**src/rtl/dmem_pkg.sv**
```systemverilog
// Shared definitions for the data-memory arbiter: access-type codes and FSM states.
package dmem_pkg;

  // f3 access-type codes seen on the memory inst port
  localparam logic [2:0] F3_WORD  = 3'b010;
  localparam logic [2:0] F3_BYTE  = 3'b000;
  localparam logic [2:0] F3_BYTEU = 3'b100;

  typedef enum logic {
    ST_IDLE = 1'b0,
    ST_RESP = 1'b1
  } dmem_state_e;

endpackage

```
**src/rtl/rr_arb2.sv**
```systemverilog
// Two-input round-robin picker: a lone request wins outright, a tie goes to ptr.
module rr_arb2 (
  input  logic [1:0] req,
  input  logic       ptr,
  output logic [1:0] gnt
);

  // One-hot grant; pointer only matters when both requesters are active
  always_comb begin
    gnt = req;
    if (&req) begin
      gnt = ptr ? 2'b10 : 2'b01;
    end
  end

endmodule

```
**src/rtl/dmem_arbiter.sv**
```systemverilog
// Two-port arbiter/sequencer in front of the byte-addressed data memory.
// Grants in IDLE, returns a registered response one cycle later in RESP.
// Optional access checking (alignment / bounds) is enabled by DMEM_ARB_CHECK_EN.
module dmem_arbiter #(
  parameter int unsigned ADDR_W    = 32,
  parameter int unsigned DATA_W    = 32,
  parameter int unsigned MEM_BYTES = 128
) (
  input  logic              clk,
  input  logic              reset,
  input  logic              req0,
  input  logic              req1,
  input  logic              we0,
  input  logic              we1,
  input  logic [2:0]        f3_0,
  input  logic [2:0]        f3_1,
  input  logic [ADDR_W-1:0] addr0,
  input  logic [ADDR_W-1:0] addr1,
  input  logic [DATA_W-1:0] wdata0,
  input  logic [DATA_W-1:0] wdata1,
  output logic              gnt0,
  output logic              gnt1,
  output logic              rvalid0,
  output logic              rvalid1,
  output logic [DATA_W-1:0] rdata,
  output logic              err,
  output logic              mem_read,
  output logic              mem_write,
  output logic [2:0]        mem_inst,
  output logic [ADDR_W-1:0] mem_addr,
  output logic [DATA_W-1:0] mem_wdata,
  input  logic [DATA_W-1:0] mem_rdata
);
  import dmem_pkg::*;

  // A memory smaller than one word cannot hold any word access
  if (MEM_BYTES < 4) begin : g_mem_too_small
    $error("dmem_arbiter: MEM_BYTES must be at least 4");
  end

  dmem_state_e       state_q, state_d;
  logic              ptr_q, ptr_d;
  logic              winner_q, winner_d;
  logic [DATA_W-1:0] rdata_q, rdata_d;

  logic [1:0]        arb_gnt;
  logic [1:0]        gnt;
  logic              win;
  logic              sel_we;
  logic [2:0]        sel_f3;
  logic [ADDR_W-1:0] sel_addr;
  logic [DATA_W-1:0] sel_wdata;
  logic              acc_err;
  logic              resp_active;

  rr_arb2 u_arb (
    .req ({req1, req0}),
    .ptr (ptr_q),
    .gnt (arb_gnt)
  );

  // Grant only in IDLE and never while reset is held; mux the winner's fields
  always_comb begin
    gnt       = (state_q == ST_IDLE && !reset) ? arb_gnt : 2'b00;
    win       = gnt[1];
    sel_we    = win ? we1    : we0;
    sel_f3    = win ? f3_1   : f3_0;
    sel_addr  = win ? addr1  : addr0;
    sel_wdata = win ? wdata1 : wdata0;
  end

`ifdef DMEM_ARB_CHECK_EN
  logic [ADDR_W:0] acc_end;
  logic            err_q;

  // Misaligned word or access running past the end of memory
  always_comb begin
    acc_end = {1'b0, sel_addr} + ((sel_f3 == F3_WORD) ? (ADDR_W+1)'(4) : (ADDR_W+1)'(1));
    acc_err = ((sel_f3 == F3_WORD) && (sel_addr[1:0] != 2'b00)) ||
              (acc_end > (ADDR_W+1)'(MEM_BYTES));
  end

  // Error flag captured alongside the response data
  always_ff @(posedge clk) begin
    if (reset) begin
      err_q <= 1'b0;
    end else if (state_q == ST_IDLE && |gnt) begin
      err_q <= acc_err;
    end
  end

  assign err = resp_active & err_q;
`else
  assign acc_err = 1'b0;
  assign err     = 1'b0;
`endif

  // Memory port: driven only in the granting cycle, zero otherwise
  always_comb begin
    mem_read  = 1'b0;
    mem_write = 1'b0;
    mem_inst  = '0;
    mem_addr  = '0;
    mem_wdata = '0;
    if (|gnt) begin
      mem_read  = ~sel_we & ~acc_err;
      mem_write = sel_we & ~acc_err;
      mem_inst  = sel_f3;
      mem_addr  = sel_addr;
      mem_wdata = sel_wdata;
    end
  end

  // Next-state: capture response on grant, flip pointer to the loser in RESP
  always_comb begin
    state_d  = state_q;
    ptr_d    = ptr_q;
    winner_d = winner_q;
    rdata_d  = rdata_q;
    unique case (state_q)
      ST_IDLE: begin
        if (|gnt) begin
          winner_d = win;
          rdata_d  = (sel_we || acc_err) ? '0 : mem_rdata;
          state_d  = ST_RESP;
        end
      end
      ST_RESP: begin
        ptr_d   = ~winner_q;
        state_d = ST_IDLE;
      end
      default: state_d = ST_IDLE;
    endcase
  end

  // State and response registers
  always_ff @(posedge clk) begin
    if (reset) begin
      state_q  <= ST_IDLE;
      ptr_q    <= 1'b0;
      winner_q <= 1'b0;
      rdata_q  <= '0;
    end else begin
      state_q  <= state_d;
      ptr_q    <= ptr_d;
      winner_q <= winner_d;
      rdata_q  <= rdata_d;
    end
  end

  // A reset landing in RESP suppresses that cycle's response
  assign resp_active = (state_q == ST_RESP) && !reset;
  assign gnt0        = gnt[0];
  assign gnt1        = gnt[1];
  assign rvalid0     = resp_active & ~winner_q;
  assign rvalid1     = resp_active & winner_q;
  assign rdata       = resp_active ? rdata_q : '0;

endmodule

```
**config.mk**
```make
export PLATFORM = sky130hd
export DESIGN_NAME = dmem_arbiter
export DESIGN_NICKNAME = d
export VERILOG_FILES = /design/src/rtl/dmem_pkg.sv /design/src/rtl/rr_arb2.sv /design/src/rtl/dmem_arbiter.sv
export SDC_FILE = /design/constraint.sdc
export NUM_CORES = 1
export LEC_CHECK = 0
export ABC_AREA = 1
export CELL_PAD_IN_SITES_DETAIL_PLACEMENT = 0
export CELL_PAD_IN_SITES_GLOBAL_PLACEMENT = 1
export CORE_MARGIN = 2
export CORE_UTILIZATION = 18
export CTS_CLUSTER_SIZE = 25
export DETAILED_ROUTE_END_ITERATION = 6
export PLACE_DENSITY_LB_ADDON = 0.1
export SYNTH_ARGS = -nofsm -noshare
export SYNTH_HDL_FRONTEND = slang
export SYNTH_SLANG_ARGS = --single-unit
```
**constraint.sdc**
```tcl
create_clock -name clk -period 2.54 [get_ports clk]
set_input_delay 0.508 -clock clk [delete_from_list [all_inputs] [get_ports clk]]
set_output_delay 0.508 -clock clk [all_outputs]
set_load 0.02 [all_outputs]
```
-- Word-level counts from Yosys, hierarchy flattened
Index checks and enable logic that the tools add are counted.
- bitwise gates (word level): 5
- reduce and logical (&&, ||, !) cells: 6
- multiplexer cells: 16
- operators by type and width (operator ; count):
    32-bit two-way mux ; 6
    2-bit two-way mux ; 3
    3-bit two-way mux ; 2
    1-bit two-way mux ; 4
    2-bit AND reduction ; 2
    1-bit inverter ; 3
    1-bit AND ; 2
    1-bit logical AND ; 2
    1-bit case mux with 2 select lines ; 1
    2-bit OR reduction ; 1
    1-bit zero test ; 1
- input bits: 172
- logic and storage cells: 31
- bits in registers: 35
- output and inout bits: 106

-- Depth between registers and ports, before layout
- depth after elaboration: 6
- mapped depth: 9
- gate-level depth less buffers: 7

-- Hierarchy
Synthesis repeated with hierarchy kept, for this count alone.
- cell total of the unflattened synthesis: 464
- area, all modules: 2588.7 sq um
- by module, submodules not included (module ; area an instance (sq um) ; cells each ; sequential area each (sq um) ; times used):
    dmem_arbiter ; 2567.5 ; 459 ; 700.7 ; 1
    rr_arb2 ; 21.3 ; 5 ; 0.0 ; 1

-- Worst setup path before layout
OpenSTA, ideal clock, no wires.
- path kind: input-to-output
- start: in reset
- end: out mem_wdata[10]
- setup slack: 0.393 ns
- path buffers: 3
- arrival time: 1.639 ns
- cell stages on the path: 8
- data required time: 2.032 ns
- cell sequence: buf_4 -> nor2_8 -> nand2_2 -> nand2_2 -> inv_2 -> buf_6 -> buf_2 -> a21oi_1
- longest elaborated chain between the ends: 5
- elaborated cells between the ends (all ways): 6
- classes of those cells: 3 x mux; 3 x reduce/logical
- ends and longest elaborated chain (element ; line ; RTL):
    start, declared ; dmem_arbiter.sv:10 ; input logic reset,
    1-bit zero test (*) ; dmem_arbiter.sv:64 ; gnt = (state_q == ST_IDLE && !reset) ? arb_gnt : 2'b00;
    1-bit logical AND (*) ; dmem_arbiter.sv:64 ;
    2-bit two-way mux (*) ; dmem_arbiter.sv:64 ;
    32-bit two-way mux / 2-bit OR reduction (equally long branches) ; dmem_arbiter.sv:69, dmem_arbiter.sv:105 ;
    32-bit two-way mux (*) ; dmem_arbiter.sv:105 ; if (|gnt) begin
    end, declared ; dmem_arbiter.sv:31 ; output logic [DATA_W-1:0] mem_wdata,
Every way passes the cells marked *; elsewhere a longest branch is shown, timed or not.

-- Worst setup path after layout
- start: in req0
- end: out mem_addr[13]
- longest elaborated chain between the ends: 5
- elaborated cells between the ends (all ways): 6
- classes of those cells: 4 x mux; 2 x reduce/logical
- ends and longest elaborated chain (element ; line ; RTL):
    start, declared ; dmem_arbiter.sv:11 ; input logic req0,
    2-bit AND reduction ; rr_arb2.sv:11 ; if (&req) begin
    2-bit two-way mux (*) ; rr_arb2.sv:11 ;
    2-bit two-way mux (*) ; dmem_arbiter.sv:64 ;
    32-bit two-way mux / 2-bit OR reduction (equally long branches) ; dmem_arbiter.sv:68, dmem_arbiter.sv:105 ;
    32-bit two-way mux (*) ; dmem_arbiter.sv:105 ;
    end, declared ; dmem_arbiter.sv:30 ; output logic [ADDR_W-1:0] mem_addr,
Marks and branches as above.

==> results.tsv <==
stage	metric	value	unit
status	status	finished, final reports clean	
critical_path	Crit Path Category	input port to output port	
die	die width	125	um
cts	H-tree depth	2	
critical_path	count of buffer and inverter cells on the critical path	4	
timing	count of final setup violators	0	
placement	port bufs	276	
timing	setup TNS	0	ns
critical_path	CP Capture Type	output port	
hold_path	Worst Hold End	rdata_q[29]	
yosys	Syn Inst Count	462	
die	core area	14400	um2
yosys	Netlist Area Pre-Place	2610	um2
critical_path	FF-to-FF Start	state_q	
critical_path	reg2reg setup slack	0.85	ns
power	leak pwr	0.00261	uW
die	I/O Pins	278	
timing	final period utilization	0.980	
yosys	#FFs+latches synth	35	
detailed_routing	DR iter-0 viols	194	
cts	CTS tree	done	
power	peak supply drop	0.400	mV
global_routing	GRT overflow	0	
cts	hold_buf cts	0	
timing	crit path time final	2.49	ns
placement	RD Place Congestion	0.829	
detailed_routing	post-route DRC violation count	0	
die	Starting Density	0.182	
hold_path	hold_sp	rdata_q[29]	
critical_path	crit path cell chain	clkdlybuf4s50_1, nand2_2, nand3_4, buf_12, buf_16, nand2_1, a21oi_1, buf_2	
layout	Fill cells	1563	
critical_path	Critical Path RT	2.03	ns
die	row count	44	
hold_path	hold path cells	2	
critical_path	worst path arrival time	1.98	ns
power	pwr/cell area	390	nW/um2
yosys	sequential fraction of the synthesis area	0.268	
critical_path	R2R Path End	rdata_q[20]	
detailed_routing	First-pass DRT Iterations	4	
timing	RSZ-0062 raised after global routing	yes	
cts	Max clock buf depth	2	
timing	Final Hold Fails	0	
yosys	Mean Syn Cell Area	5.66	um2
global_routing	antenna violations before repair	0	
yosys	YS warnings	0	
layout	fin util	0.390	
layout	ratio of cells with drive above 1 in the final layout	0.154	
critical_path	CP Launch Type	input port	
detailed_routing	Vias	3930	
global_routing	largest net degree at the start of global routing	42	
layout	area grow syn2layout	114	%
global_routing	first-pass GRT wire length	22000	um
layout	ANT cells	0	
detailed_routing	Top Metal Used	met4	
placement	DP Wirelength	10200	um
timing	skew final	0.00337	ns
power	Power Total	2190	uW
cts	Worst-Skew Late Latency	0.28	ns
yosys	Post-Syn Nets	634	
job	MaxCap Viol Count	0	
detailed_routing	met3 WL	843	um
cts	clock root buffer	clkbuf_16	
detailed_routing	wire per inst	15.8	um
critical_path	Worst R2R Path Depth	8	
cts	clock sinks	35	
critical_path	Crit Path Max Fanout	17	
global_routing	vias in the first global route	3686	
critical_path	Critical Path Slowest Stage Cell	clkdlybuf4s50_1	
cts	total CTS buffers	5	
cts	Worst-path clk slew	0.05	ns
detailed_routing	WL met1	6200	um
hold_path	Hold Crit Class	register to register	
global_routing	gr usage total	0.177	
detailed_routing	detail-routed via count per cell	4.29	
detailed_routing	WL met2	7140	um
layout	Post-layout nets	903	
detailed_routing	Routed WL	14500	um
die	die area	15500	um2
critical_path	Crit path max-delay family	buffers and inverters	
detailed_routing	Final ANT Viol Nets	0	
yosys	distinct cell type count after synthesis	17	
timing	Peak Freq	402	MHz
die	Die Y	125	um
critical_path	Largest stage delay, worst path	0.50	ns
timing	Pins Over Slew Limit	0	
## worst max-delay path by stage
| stage | startpoint | end | slack, ns | cells past startpoint |
|---|---|---|---|---|
| global route | req0 | mem_addr[13] | -0.007 | 8 |
| CTS | req0 | mem_addr[27] | -0.09 | 8 |
| detailed placement | reset | mem_wdata[1] | -0.51 | 8 |
| floorplan | reset | mem_wdata[10] | 0.39 | 8 |
| finish | req0 | mem_addr[13] | 0.05 | 8 |
| global placement | reset | mem_addr[11] | -0.48 | 7 |
## metal layers
layer	global-route usage	vias to the layer above
li1	-	1988
met1	0.218	1773
met2	0.308	152
met3	0.0374	17
met4	0.0555	0
met5	0	-
## layout make-up
type | count | area (um2) | area share
timing repair buffer | 301 | 2810 | 0.502
multi-input combinational | 349 | 1530 | 0.273
sequential | 35 | 701 | 0.125
tap | 184 | 230 | 0.0411
inverter | 39 | 154 | 0.0275
clock buffer | 6 | 139 | 0.0248
clock inverter | 2 | 35.0 | 0.00625
## flip-flops by register name, indices dropped and copies added, names as in the netlist
name	flops
ptr_q	1
rdata_q	32
state_q	1
winner_q	1
## power breakdown
group          leakage [uW]  switching, uW  internal [uW]
clock network     0.0000868            223            487
registers          0.000285           16.1            577
logic               0.00224            441            444
total               0.00261            680           1510
## per-stage QoR
step | std cells | hold slack [ns] | setup slack (ns) | area (um2)
global route | 916 | 0.475 | -0.00706 | 5600
CTS | 914 | 0.463 | -0.0906 | 5630
finish | 916 | 0.460 | 0.0520 | 5600
floorplan | 462 | 0.443 | 0.393 | 2610
detailed placement | 902 | 0.453 | -0.508 | 5560
global placement | 902 | 0.453 | -0.484 | 5560
## synthesized netlist by cell type
cell type | count | area [um2]
nand2_2 | 3 | 18.8
nand3_4 | 1 | 17.5
dfxtp_1 | 35 | 701
nor2_8 | 1 | 20.0
nor2_1 | 35 | 131
nand2_1 | 172 | 646
buf_6 | 6 | 67.6
o21ai_0 | 1 | 5.00
a21oi_1 | 102 | 510
nand3_1 | 32 | 160
buf_2 | 12 | 60.1
inv_2 | 2 | 7.51
clkbuf_1 | 10 | 37.5
buf_4 | 11 | 82.6
inv_1 | 37 | 139
nand4_1 | 1 | 6.26
conb_1 | 1 | 3.75
## tightest hold or removal path, stage by stage, from the launching register on
cell	delay [ns]
dfxtp_1	0.31
nand2_1	0.06
a21oi_1	0.05
## logic make-up (layout without fill, tap and decap cells)
group	Yosys count	count (layout)	synth area share
compound gates	103	103	0.197
simple gates	245	245	0.382
buf+inv	78	348	0.151
flops	35	35	0.268
other cells	1	1	0.00143
## cells in the final DEF (no fill, tap or decap), types with 2 or more instances in the layout
master           instances
a21oi_1                 99
a21oi_2                  3
buf_12                   5
buf_16                   4
buf_2                   42
buf_4                   27
buf_6                    2
clkbuf_16                6
clkbuf_2                11
clkdlybuf4s15_2          2
clkdlybuf4s50_1        171
dfxtp_1                 35
dlygate4sd2_1           26
dlymetal6s2s_1          10
inv_1                   37
nand2_1                171
nand2_2                  4
nand3_1                 32
nor2_1                  35
## repair_timing
item | in CTS | in global routing
endpoints found under the setup margin | 105 | 55
buffers inserted | 1 | 1
pin swaps | 1 | 1
resized for setup | 273 | 54
cloned | 3 | 1
Note: power is estimated with default switching activity, not from simulation.
